[config.mk]
export PLATFORM = sky130hd
export DESIGN_NAME = startup_sequencer
export DESIGN_NICKNAME = d
export VERILOG_FILES = /design/src/rtl/startup_sequencer_pkg.sv /design/src/rtl/startup_sequencer_seq_timer.sv /design/src/rtl/startup_sequencer.sv
export SDC_FILE = /design/constraint.sdc
export NUM_CORES = 1
export LEC_CHECK = 0
export ABC_AREA = 1
export BUFFER_PORTS_ARGS = -buffer_cell sky130_fd_sc_hd__buf_4
export CAP_MARGIN = 20
export CORE_ASPECT_RATIO = 0.8
export CORE_MARGIN = 5
export CORE_UTILIZATION = 62
export DETAILED_ROUTE_END_ITERATION = 10
export PLACE_DENSITY_LB_ADDON = 0.3
export SETUP_SLACK_MARGIN = 0.5
export SLEW_MARGIN = 25
export SYNTH_ARGS = -nofsm -noshare
export SYNTH_HDL_FRONTEND = slang
export SYNTH_SLANG_ARGS = --single-unit
[constraint.sdc]
create_clock -name clk_chipset -period 2.99 [get_ports clk_chipset]
set_input_delay 0 -clock clk_chipset [delete_from_list [all_inputs] [get_ports clk_chipset]]
set_output_delay 0 -clock clk_chipset [all_outputs]
set_load 0.03 [all_outputs]
[src/rtl/startup_sequencer_pkg.sv]
// Shared definitions for the startup sequencer: state encoding and datapath widths.
package startup_sequencer_pkg;

   localparam int unsigned StateW = 3;   // width of the debug state output
   localparam int unsigned TickW  = 8;   // splash tick counter width
   localparam int unsigned CycW   = 32;  // shared cycle counter width

   // Encoding is visible on seq_state, so values are pinned explicitly.
   typedef enum logic [StateW-1:0] {
      StSplash = 3'd0,
      StSysRst = 3'd1,
      StCpuDly = 3'd2,
      StPeriph = 3'd3,
      StRun    = 3'd4
   } seq_state_e;

endpackage

[src/rtl/startup_sequencer_seq_timer.sv]
// seq_timer: 32-bit cycle counter with synchronous clear, count enable and a terminal-count
// flag. One instance is shared by every timed state of the sequencer; the terminal value is
// selected by the caller through limit_i.
//  clk_i    in   clock, rising edge
//  rst_i    in   synchronous active-high reset
//  clr_i    in   clear counter to 0 at the next edge (wins over en_i)
//  en_i     in   increment at the next edge
//  limit_i  in   cycles per period; tc_o marks count == limit_i-1 (limit_i >= 1)
//  tc_o     out  terminal-count flag, combinational from the current count
module seq_timer
   import startup_sequencer_pkg::*;
(
   input  logic            clk_i,
   input  logic            rst_i,
   input  logic            clr_i,
   input  logic            en_i,
   input  logic [CycW-1:0] limit_i,
   output logic            tc_o
);

   logic [CycW-1:0] cnt_d, cnt_q;

   // The owner clears on the terminal edge, so the counter never runs past limit_i-1.
   always_comb begin
      cnt_d = cnt_q;
      if (clr_i) begin
         cnt_d = '0;
      end else if (en_i) begin
         cnt_d = cnt_q + CycW'(1);
      end
   end

   always_ff @(posedge clk_i) begin
      if (rst_i) begin
         cnt_q <= '0;
      end else begin
         cnt_q <= cnt_d;
      end
   end

   assign tc_o = (cnt_q == (limit_i - CycW'(1)));

endmodule

[src/rtl/startup_sequencer.sv]
// startup_sequencer: power-on / soft-reset sequencer. Walks SPLASH -> SYS_RST -> CPU_DLY ->
// PERIPH -> RUN, releasing the chipset reset, the CPU reset and then each peripheral reset
// in bit order. All outputs are registered and reflect the new state on the transition edge.
//  clk_chipset     in   sole clock, rising edge
//  reset           in   synchronous active-high reset, overrides everything
//  splash_skip     in   level; ends the splash at the next edge
//  soft_reset_req  in   restarts at SYS_RST from any state except SPLASH
//  cpu_hold        in   level; freezes the CPU_DLY count
//  splashscreen    out  1 while in SPLASH
//  reset_sys       out  chipset reset, active-high
//  reset_cpu       out  CPU reset, active-high
//  reset_periph    out  peripheral resets, active-high; bit 0 released first
//  seq_done        out  1 in RUN
//  seq_state       out  current state encoding (debug)
module startup_sequencer
   import startup_sequencer_pkg::*;
#(
   parameter int unsigned SPLASH_TICK_CYCLES = 28636000,
   parameter int unsigned SPLASH_TICKS       = 5,
   parameter int unsigned SYS_RESET_CYCLES   = 65535,
   parameter int unsigned CPU_RESET_CYCLES   = 42,
   parameter int unsigned NUM_PERIPH         = 2,
   parameter int unsigned PERIPH_GAP         = 16
) (
   input  logic                  clk_chipset,
   input  logic                  reset,
   input  logic                  splash_skip,
   input  logic                  soft_reset_req,
   input  logic                  cpu_hold,
   output logic                  splashscreen,
   output logic                  reset_sys,
   output logic                  reset_cpu,
   output logic [NUM_PERIPH-1:0] reset_periph,
   output logic                  seq_done,
   output logic [StateW-1:0]     seq_state
);

   localparam int unsigned IdxW = (NUM_PERIPH > 1) ? $clog2(NUM_PERIPH) : 1;

   seq_state_e            state_d, state_q;
   logic [TickW-1:0]      tick_d, tick_q;
   logic [IdxW-1:0]       periph_idx_d, periph_idx_q;
   // Low for the first edge after reset so that edge counts as SPLASH entry.
   logic                  armed_d, armed_q;

   logic                  tmr_clr, tmr_en, tmr_tc;
   logic [CycW-1:0]       tmr_limit;
   logic                  clear_bit;

   logic                  splashscreen_d, splashscreen_q;
   logic                  reset_sys_d, reset_sys_q;
   logic                  reset_cpu_d, reset_cpu_q;
   logic [NUM_PERIPH-1:0] reset_periph_d, reset_periph_q;
   logic                  seq_done_d, seq_done_q;

   // Terminal value for the shared timer depends on which state is being timed.
   always_comb begin
      unique case (state_q)
         StSplash: tmr_limit = CycW'(SPLASH_TICK_CYCLES);
         StSysRst: tmr_limit = CycW'(SYS_RESET_CYCLES);
         StCpuDly: tmr_limit = CycW'(CPU_RESET_CYCLES);
         StPeriph: tmr_limit = CycW'(PERIPH_GAP);
         default:  tmr_limit = CycW'(1);
      endcase
   end

   seq_timer u_seq_timer (
      .clk_i   (clk_chipset),
      .rst_i   (reset),
      .clr_i   (tmr_clr),
      .en_i    (tmr_en),
      .limit_i (tmr_limit),
      .tc_o    (tmr_tc)
   );

   // Next-state logic.
   always_comb begin
      state_d      = state_q;
      tick_d       = tick_q;
      periph_idx_d = periph_idx_q;
      armed_d      = 1'b1;
      tmr_clr      = 1'b0;
      tmr_en       = 1'b0;
      clear_bit    = 1'b0;

      if (soft_reset_req && (state_q != StSplash)) begin
         // Held high, this keeps re-entering SYS_RST with the counter at 0.
         state_d      = StSysRst;
         tick_d       = '0;
         periph_idx_d = '0;
         tmr_clr      = 1'b1;
      end else begin
         unique case (state_q)
            StSplash: begin
               if (splash_skip || (armed_q && (SPLASH_TICKS == 0))) begin
                  state_d = StSysRst;
                  tick_d  = '0;
                  tmr_clr = 1'b1;
               end else if (armed_q) begin
                  if (tmr_tc) begin
                     tmr_clr = 1'b1;
                     if (tick_q == TickW'(SPLASH_TICKS - 1)) begin
                        state_d = StSysRst;
                        tick_d  = '0;
                     end else begin
                        tick_d = tick_q + TickW'(1);
                     end
                  end else begin
                     tmr_en = 1'b1;
                  end
               end
            end
            StSysRst: begin
               if (tmr_tc) begin
                  state_d = StCpuDly;
                  tmr_clr = 1'b1;
               end else begin
                  tmr_en = 1'b1;
               end
            end
            StCpuDly: begin
               // Hold is checked first so it also blocks the terminal edge.
               if (!cpu_hold) begin
                  if (tmr_tc) begin
                     state_d = StPeriph;
                     tmr_clr = 1'b1;
                  end else begin
                     tmr_en = 1'b1;
                  end
               end
            end
            StPeriph: begin
               if (tmr_tc) begin
                  tmr_clr   = 1'b1;
                  clear_bit = 1'b1;
                  if (periph_idx_q == IdxW'(NUM_PERIPH - 1)) begin
                     state_d = StRun;
                  end else begin
                     periph_idx_d = periph_idx_q + IdxW'(1);
                  end
               end else begin
                  tmr_en = 1'b1;
               end
            end
            StRun: begin
            end
            default: begin
               state_d = StSplash;
               tmr_clr = 1'b1;
            end
         endcase
      end
   end

   always_ff @(posedge clk_chipset) begin
      if (reset) begin
         state_q      <= StSplash;
         tick_q       <= '0;
         periph_idx_q <= '0;
         armed_q      <= 1'b0;
      end else begin
         state_q      <= state_d;
         tick_q       <= tick_d;
         periph_idx_q <= periph_idx_d;
         armed_q      <= armed_d;
      end
   end

   // Output values are derived from state_d so they change on the transition edge.
   always_comb begin
      splashscreen_d = (state_d == StSplash);
      reset_sys_d    = (state_d == StSplash) || (state_d == StSysRst);
      reset_cpu_d    = reset_sys_d || (state_d == StCpuDly);
      seq_done_d     = (state_d == StRun);
      reset_periph_d = reset_periph_q;
      if (reset_cpu_d) begin
         reset_periph_d = '1;
      end else begin
         for (int i = 0; i < NUM_PERIPH; i++) begin
            if (clear_bit && (periph_idx_q == IdxW'(i))) begin
               reset_periph_d[i] = 1'b0;
            end
         end
      end
   end

   always_ff @(posedge clk_chipset) begin
      if (reset) begin
         splashscreen_q <= 1'b1;
         reset_sys_q    <= 1'b1;
         reset_cpu_q    <= 1'b1;
         reset_periph_q <= '1;
         seq_done_q     <= 1'b0;
      end else begin
         splashscreen_q <= splashscreen_d;
         reset_sys_q    <= reset_sys_d;
         reset_cpu_q    <= reset_cpu_d;
         reset_periph_q <= reset_periph_d;
         seq_done_q     <= seq_done_d;
      end
   end

   assign splashscreen = splashscreen_q;
   assign reset_sys    = reset_sys_q;
   assign reset_cpu    = reset_cpu_q;
   assign reset_periph = reset_periph_q;
   assign seq_done     = seq_done_q;
   assign seq_state    = state_q;

endmodule

# After elaboration in Yosys (flattened, before gate mapping)
# Index checks and enable logic that the tools add are counted.
op_classes:
  n_mux: 32
  bitwise_logic: 1
  add_sub_neg: 4
  eq_ne: 9
  reduce_logical: 16
op_table:
  columns: ["operator", "n"]
  rows:
  - ["one-hot mux 25 bit (4 select lines)", 1]
  - ["adder 32 x 1 -> 32 bit (second input constant)", 1]
  - ["equality test 32 bit", 1]
  - ["2-to-1 mux 8 bit", 4]
  - ["2-to-1 mux 3 bit", 10]
  - ["subtractor 25 x 1 -> 26 bit (second input constant)", 1]
  - ["one-hot mux 3 bit (5 select lines)", 1]
  - ["2-to-1 mux 1 bit", 14]
  - ["equality test 3 x 2 -> 1 bit (second input constant)", 3]
  - ["adder 8 x 1 -> 8 bit (second input constant)", 1]
  - ["equality test 8 x 3 -> 1 bit (second input constant)", 1]
  - ["OR reduction 2 bit", 4]
  - ["equality test 3 x 1 -> 1 bit (second input constant)", 2]
  - ["equality test 3 bit (second input constant)", 2]
  - ["zero test 3 bit", 2]
  - ["one-hot mux 1 bit (4 select lines)", 1]
  - ["nonzero test 2 bit", 2]
  - ["logical AND 1 bit", 3]
  - ["one-hot mux 1 bit (3 select lines)", 1]
  - ["AND reduction 3 bit", 1]
  - ["nonzero test 3 bit", 1]
  - ["logical OR 1 bit", 2]
  - ["AND reduction 2 bit", 1]
  - ["adder 1 bit (second input constant)", 1]
  - ["NOT 1 bit", 1]
totals:
  output_inout_bits: 9
  word_cells: 73
  ff_bits: 51
  inputBits: 5

# Longest topological paths before layout
logic_depth:
  word_depth: 13
  depth_mapped: 21

# Modules after synthesis
# A second synthesis with hierarchy kept.
hier_totals:
  cells_unflattened: 654
  area_unflattened_um2: 4067.7
modules_own_cells:
  columns: ["mod", "n_inst", "area_per_inst_um2", "cells_each", "seq_area_each_um2"]
  rows:
  - ["seq_timer", 1, 3045.4, 504, 640.6]
  - ["startup_sequencer", 1, 1022.2, 150, 380.4]

# Worst setup path after synthesis
# OpenSTA, ideal clock, no wires.
synth_timing:
  path_kind: "register to register"
  start: "register state_q[2], in the netlist seq_state[2]"
  end: "register u_seq_timer.cnt_q[5]"
  path_stages_with_launch: 20
  path_slack_ns: 0.541
  arrival_time_ns: 2.332
  t_required_ns: 2.873
  synth_period_minus_slack_ns: 2.449
  cell_sequence: "dfxtp_1 > nor2_4 > nand2_4 > nand2_2 > inv_1 > ha_1 > inv_1 > nand2_1 > nand2_1 > nor2_1 > nand2_1 > nor2_1 > nand2_1 > nor2_2 > nand2_2 > nand2_4 > inv_4 > buf_4 > nand4_1 > a21oi_2"
synth_via:
  elab_chain_len: 10
  elab_cells_between_ends: 24
  classes_between: "add/sub (1); eq/ne (5); mux (13); reduce/logical (5)"
synth_rtl:
  columns: ["element", "line_no", "source"]
  rows:
  - ["start: declaration", "startup_sequencer.sv:40", "seq_state_e state_d, state_q;"]
  - ["start signal: assignment", "startup_sequencer.sv:157", "state_q <= StSplash;"]
  - ["start signal: assignment", "startup_sequencer.sv:162", "state_q <= state_d;"]
  - ["equality test 3 x 2 -> 1 bit (tied with other cells)", "startup_sequencer.sv:58, startup_sequencer.sv:93", null]
  - ["one-hot mux 25 bit (4 select lines)", "startup_sequencer.sv:58", "unique case (state_q)"]
  - ["subtractor 25 x 1 -> 26 bit", "startup_sequencer_seq_timer.sv:41", "assign tc_o = (cnt_q == (limit_i - CycW'(1)));"]
  - ["equality test 32 bit", "startup_sequencer_seq_timer.sv:41", null]
  - ["2-to-1 mux 1 bit", null, null]
  - ["2-to-1 mux 1 bit", "startup_sequencer.sv:99", "end else if (armed_q) begin"]
  - ["2-to-1 mux 1 bit", "startup_sequencer.sv:95", "if (splash_skip || (armed_q && (SPLASH_TICKS == 0))) begin"]
  - ["one-hot mux 1 bit (4 select lines)", "startup_sequencer.sv:93", "unique case (state_q)"]
  - ["2-to-1 mux 1 bit", "startup_sequencer.sv:86", "if (soft_reset_req && (state_q != StSplash)) begin"]
  - ["OR reduction 2 bit (no source line)", null, null]
  - ["end signal: assignment", "startup_sequencer_seq_timer.sv:37", "cnt_q <= cnt_d;"]
  - ["end: declaration", "startup_sequencer_seq_timer.sv:21", "logic [CycW-1:0] cnt_d, cnt_q;"]
# Parallel ways exist; a longest one is shown, timed or not.
# A chain may end at the register's enable or synchronous reset.

# Worst setup path in the final report
layout_timing:
  start: "register state_q[2], in the netlist seq_state[2]"
  end: "register reset_periph_q[1], in the netlist reset_periph[1]"
layout_via:
  elab_chain_len: 13
  elab_cells_between_ends: 31
  classes_between: "add/sub (1); eq/ne (7); mux (15); reduce/logical (8)"
layout_rtl:
  columns: ["element", "line_no", "source"]
  rows:
  - ["equality test 3 x 2 -> 1 bit (tied with other cells)", "startup_sequencer.sv:58, startup_sequencer.sv:93", null]
  - ["one-hot mux 25 bit (4 select lines)", "startup_sequencer.sv:58", null]
  - ["subtractor 25 x 1 -> 26 bit", "startup_sequencer_seq_timer.sv:41", null]
  - ["equality test 32 bit", "startup_sequencer_seq_timer.sv:41", null]
  - ["2-to-1 mux 3 bit", "startup_sequencer.sv:100", "if (tmr_tc) begin"]
  - ["2-to-1 mux 3 bit", "startup_sequencer.sv:99", null]
  - ["2-to-1 mux 3 bit", "startup_sequencer.sv:95", null]
  - ["one-hot mux 3 bit (5 select lines)", "startup_sequencer.sv:93", null]
  - ["2-to-1 mux 3 bit", "startup_sequencer.sv:86", null]
  - ["equality test 3 x 1 -> 1 bit or zero test 3 bit (tied branches)", "startup_sequencer.sv:172", "reset_sys_d = (state_d == StSplash) || (state_d == StSysRst);"]
  - ["logical OR 1 bit", "startup_sequencer.sv:172", null]
  - ["logical OR 1 bit", "startup_sequencer.sv:173", "reset_cpu_d = reset_sys_d || (state_d == StCpuDly);"]
  - ["OR reduction 2 bit (no source line)", null, null]
  - ["end signal: assignment", "startup_sequencer.sv:198", "reset_periph_q <= reset_periph_d;"]
  - ["end: declaration", "startup_sequencer.sv:53", "logic [NUM_PERIPH-1:0] reset_periph_d, reset_periph_q;"]
# Parallel ways exist; a longest one is shown, timed or not.

==> run metrics <==
status=completed; Post-Route Skew=around 0.0089 ns; initial antenna violation count=0; vias per inst=between 5 and 6; Max Slew Vio Count=0; Sink Count=between 50 and 60; Fmax=between 300 and 400 MHz; diode count=0; Synth Area in Adders=~1.5%; Synth Register Bits=51; TritonRoute pass-1 iters=6; simple-gate share of the synthesized area=a little over two fifths; Final Wtd Congestion=slightly below 1; initial core utilization=64.9%; Clock Latency Late Sink=roughly 0.31 ns; Post-synth EDFFs=0; proportion of synthesized area in mux cells=0%; number of warning messages in the yosys log=0; dominant cell type by area after synthesis=dfxtp_1; gr usage total=~28%; clock slew at reported path FFs=about 0.090 ns; VDD IR-drop max=0.000303 V; post-route minimum period=about 2.5 ns; DP Wirelength=a little over 6000 um; largest net degree at the start of global routing=28; largest family of logic cells by synthesized area=simple AND/OR/NAND/NOR gates; syn nets=520; FP Rows=23; Final Cycle Share=a little over four fifths; core area=between 5000 and 6000 um^2; area share of xor/xnor cells in the synthesized design=under 10%; DRT iter0 DRCs=between 400 and 500; CTS tree=done; Post-Syn Instances=a little over 500; final net count=550; Netlist cell types=37; crit-path max FO=5; Vias=~3500; clk buf depth=2; vias in the first global route=approximately 3100; Slew @ Worst Pin=0.723 ns; total die area=between 6000 and 7000 um^2; Die Span X=between 90 and 100 um; post-synthesis compound-gate area fraction=under 10%; GRT Residual Overflow=0; setup ws final=~0.47 ns; Routed Antenna Nets=0; Setup-failing EPs final=0; top-area cell type share of the netlist area=a little under a third; RSZ-0062 raised after global routing=true; worst hold path class=primary input to flip-flop; mapped cell area=about 3300 um^2; Final Hold Vio Count=0; global-route wire length before repair=~15000 um; Remaining DRCs=0; Leak Pwr=between 1 and 1.5 nW; Power Dens Cells=between 300 and 400 nW/um^2; num ports=14; dpl ws=0.175 ns; Vert. Die Dim=75.3 um; Syn-to-layout area delta=15.3%; Synth area leaders=dfxtp_1 31%, nand2_1 18%, nor2_1 7.9%, xor2_1 5.6%, inv_1 4.7%; share of flip-flops with an asynchronous set or reset=0%; register area share after synthesis=between 30 and 40%; htree depth=2; setup TNS=0 ns; total CTS buffers=5; Crit. End Element=flip-flop; share of cells above drive strength 1=between 10% and 20%; Required @ worst endpoint=around 3.2 ns; Synth Area per Inst=around 6.5 um^2; Wirelength per Cell=approximately 16 um; Worst slew margin=about 52%; Worst Setup Start Kind=flip-flop; PortBufs=13; Critical Path AT=approximately 2.7 ns; Max-cap violations=0; Main synth FF type=dfxtp_1; critical path type=flip-flop to flip-flop; Clock Root Buffer=clkbuf_8; routed wire length=between 9000 and 10000 um
## layer usage
layer  share of wire (%)  vias up  wire length (um)  GRT usage, %
met2                  43      200              4220          44.0
met1                  44     1618              4300          37.7
li1                    -     1700                 -             -
met3                 9.8       25               950          6.61
met4                 2.5        0               244          9.53
met5                   0        -                 0             0
## power breakdown
group          internal, W  switching [W]
Combinational    0.0000873       0.000187
Clock             0.000164       0.000240
Sequential        0.000687      0.0000119
Total             0.000939       0.000440
## cells in the mapped netlist (6+ instances only)
master	instances
nand2_1	162
nor2_1	70
dfxtp_1	51
inv_1	41
a21oi_1	30
nand3_1	26
xor2_1	21
nor3_1	20
nand4_1	8
a21oi_2	7
nand2_2	7
xnor2_1	7
nor4_1	6
## sequential cells by signal, indices dropped and copies added (netlist names), 2 cells and up
name / flops
reset_periph: 2
seq_state: 3
tick_q: 8
u_seq_timer.cnt_q: 32
## final timing paths
check / start / end / slack (ns) / cells past startpoint
hold / removal: splash_skip / tick_q[6]$_SDFFE_PP0P_ / 0.008 / 4
hold reg to reg: reset_periph[1]$_SDFFE_PP1P_ / reset_periph[1]$_SDFFE_PP1P_ / 0.46 / 2
setup / recovery: seq_state[2]$_SDFF_PP0_ / reset_periph[1]$_SDFFE_PP1P_ / 0.47 / 20
setup reg to reg: seq_state[2]$_SDFF_PP0_ / reset_periph[1]$_SDFFE_PP1P_ / 0.47 / 20
## kinds of logic (layout without fill, tap and decap cells)
family | Yosys count | count (layout)
buf+inv | 57 | 84
flops | 51 | 51
xor+xnor | 28 | 28
fa+ha+maj | 4 | 4
compound gates | 49 | 49
simple gates | 322 | 326
## layout make-up
class                           instances  area [um^2]
Multi-Input combinational cell        407         2190
Clock inverter                          2         12.5
Timing Repair Buffer                   30          239
Fill cell                             416         1280
Sequential cell                        51         1030
Clock buffer                            6         72.6
Inverter                               46          188
Tap cell                               62         77.6
## repair_timing
item | in CTS | in global routing
hold buffers | 1 | 0
hold endpoints to repair | 3 | 0
setup buffers | 4 | 10
resized for setup | 14 | 31
pin swaps | 4 | 24
endpoints found under the setup margin | 44 | 49
gates cloned | 4 | 0
## worst max-delay path, stage by stage (launching register included)
cell and delay, ns:
dfxtp_4 0.39, nor2_4 0.14, nand2_4 0.09, nand2_4 0.10
inv_2 0.05, ha_4 0.26, inv_2 0.03, nand2_2 0.05
nand2_2 0.07, nor2_2 0.10, nand2_1 0.05, nor2_1 0.12
nand2_1 0.10, nor2_4 0.17, nand2_4 0.12, nor2_4 0.15
nand2_1 0.07, nand2_1 0.09, nand2_2 0.09, nand2_2 0.12
nand2_1 0.06
## metrics by stage
stage	hold WS, ns	std cells	util, %	total power, W	area, um^2
after CTS	0.00766	594	71.4	0.00133	3640
after global routing	0.0305	604	74.9	0.00143	3810
final	0.00810	604	74.9	0.00138	3810
after floorplan	0.0889	511	-	0.000879	3310
after global placement	0.220	577	66.9	0.000910	3410
after detailed placement	0.224	577	66.9	0.000914	3410
## cells in the final DEF, fill, tap and decap left out, drive strengths merged
cell type / Yosys / routed
nand3b: 2 / 2
or2: 2 / 2
xnor2: 7 / 7
nor2: 76 / 76
nand4: 8 / 8
a21oi: 37 / 37
nor3b: 3 / 3
clkbuf: 2 / 6
and2: 1 / 1
buf: 9 / 29
o21ai: 10 / 10
clkinvlp: 0 / 1
inv: 46 / 46
clkinv: 0 / 1
dfxtp: 51 / 51
a211oi: 1 / 1
nor3: 21 / 21
nand3: 29 / 32
ha: 4 / 4
o21a: 1 / 1
dlygate4sd3: 0 / 1
nor4: 7 / 7
xor2: 21 / 21
nand2: 173 / 174
No activity file was read; power rests on OpenSTA's default activity.
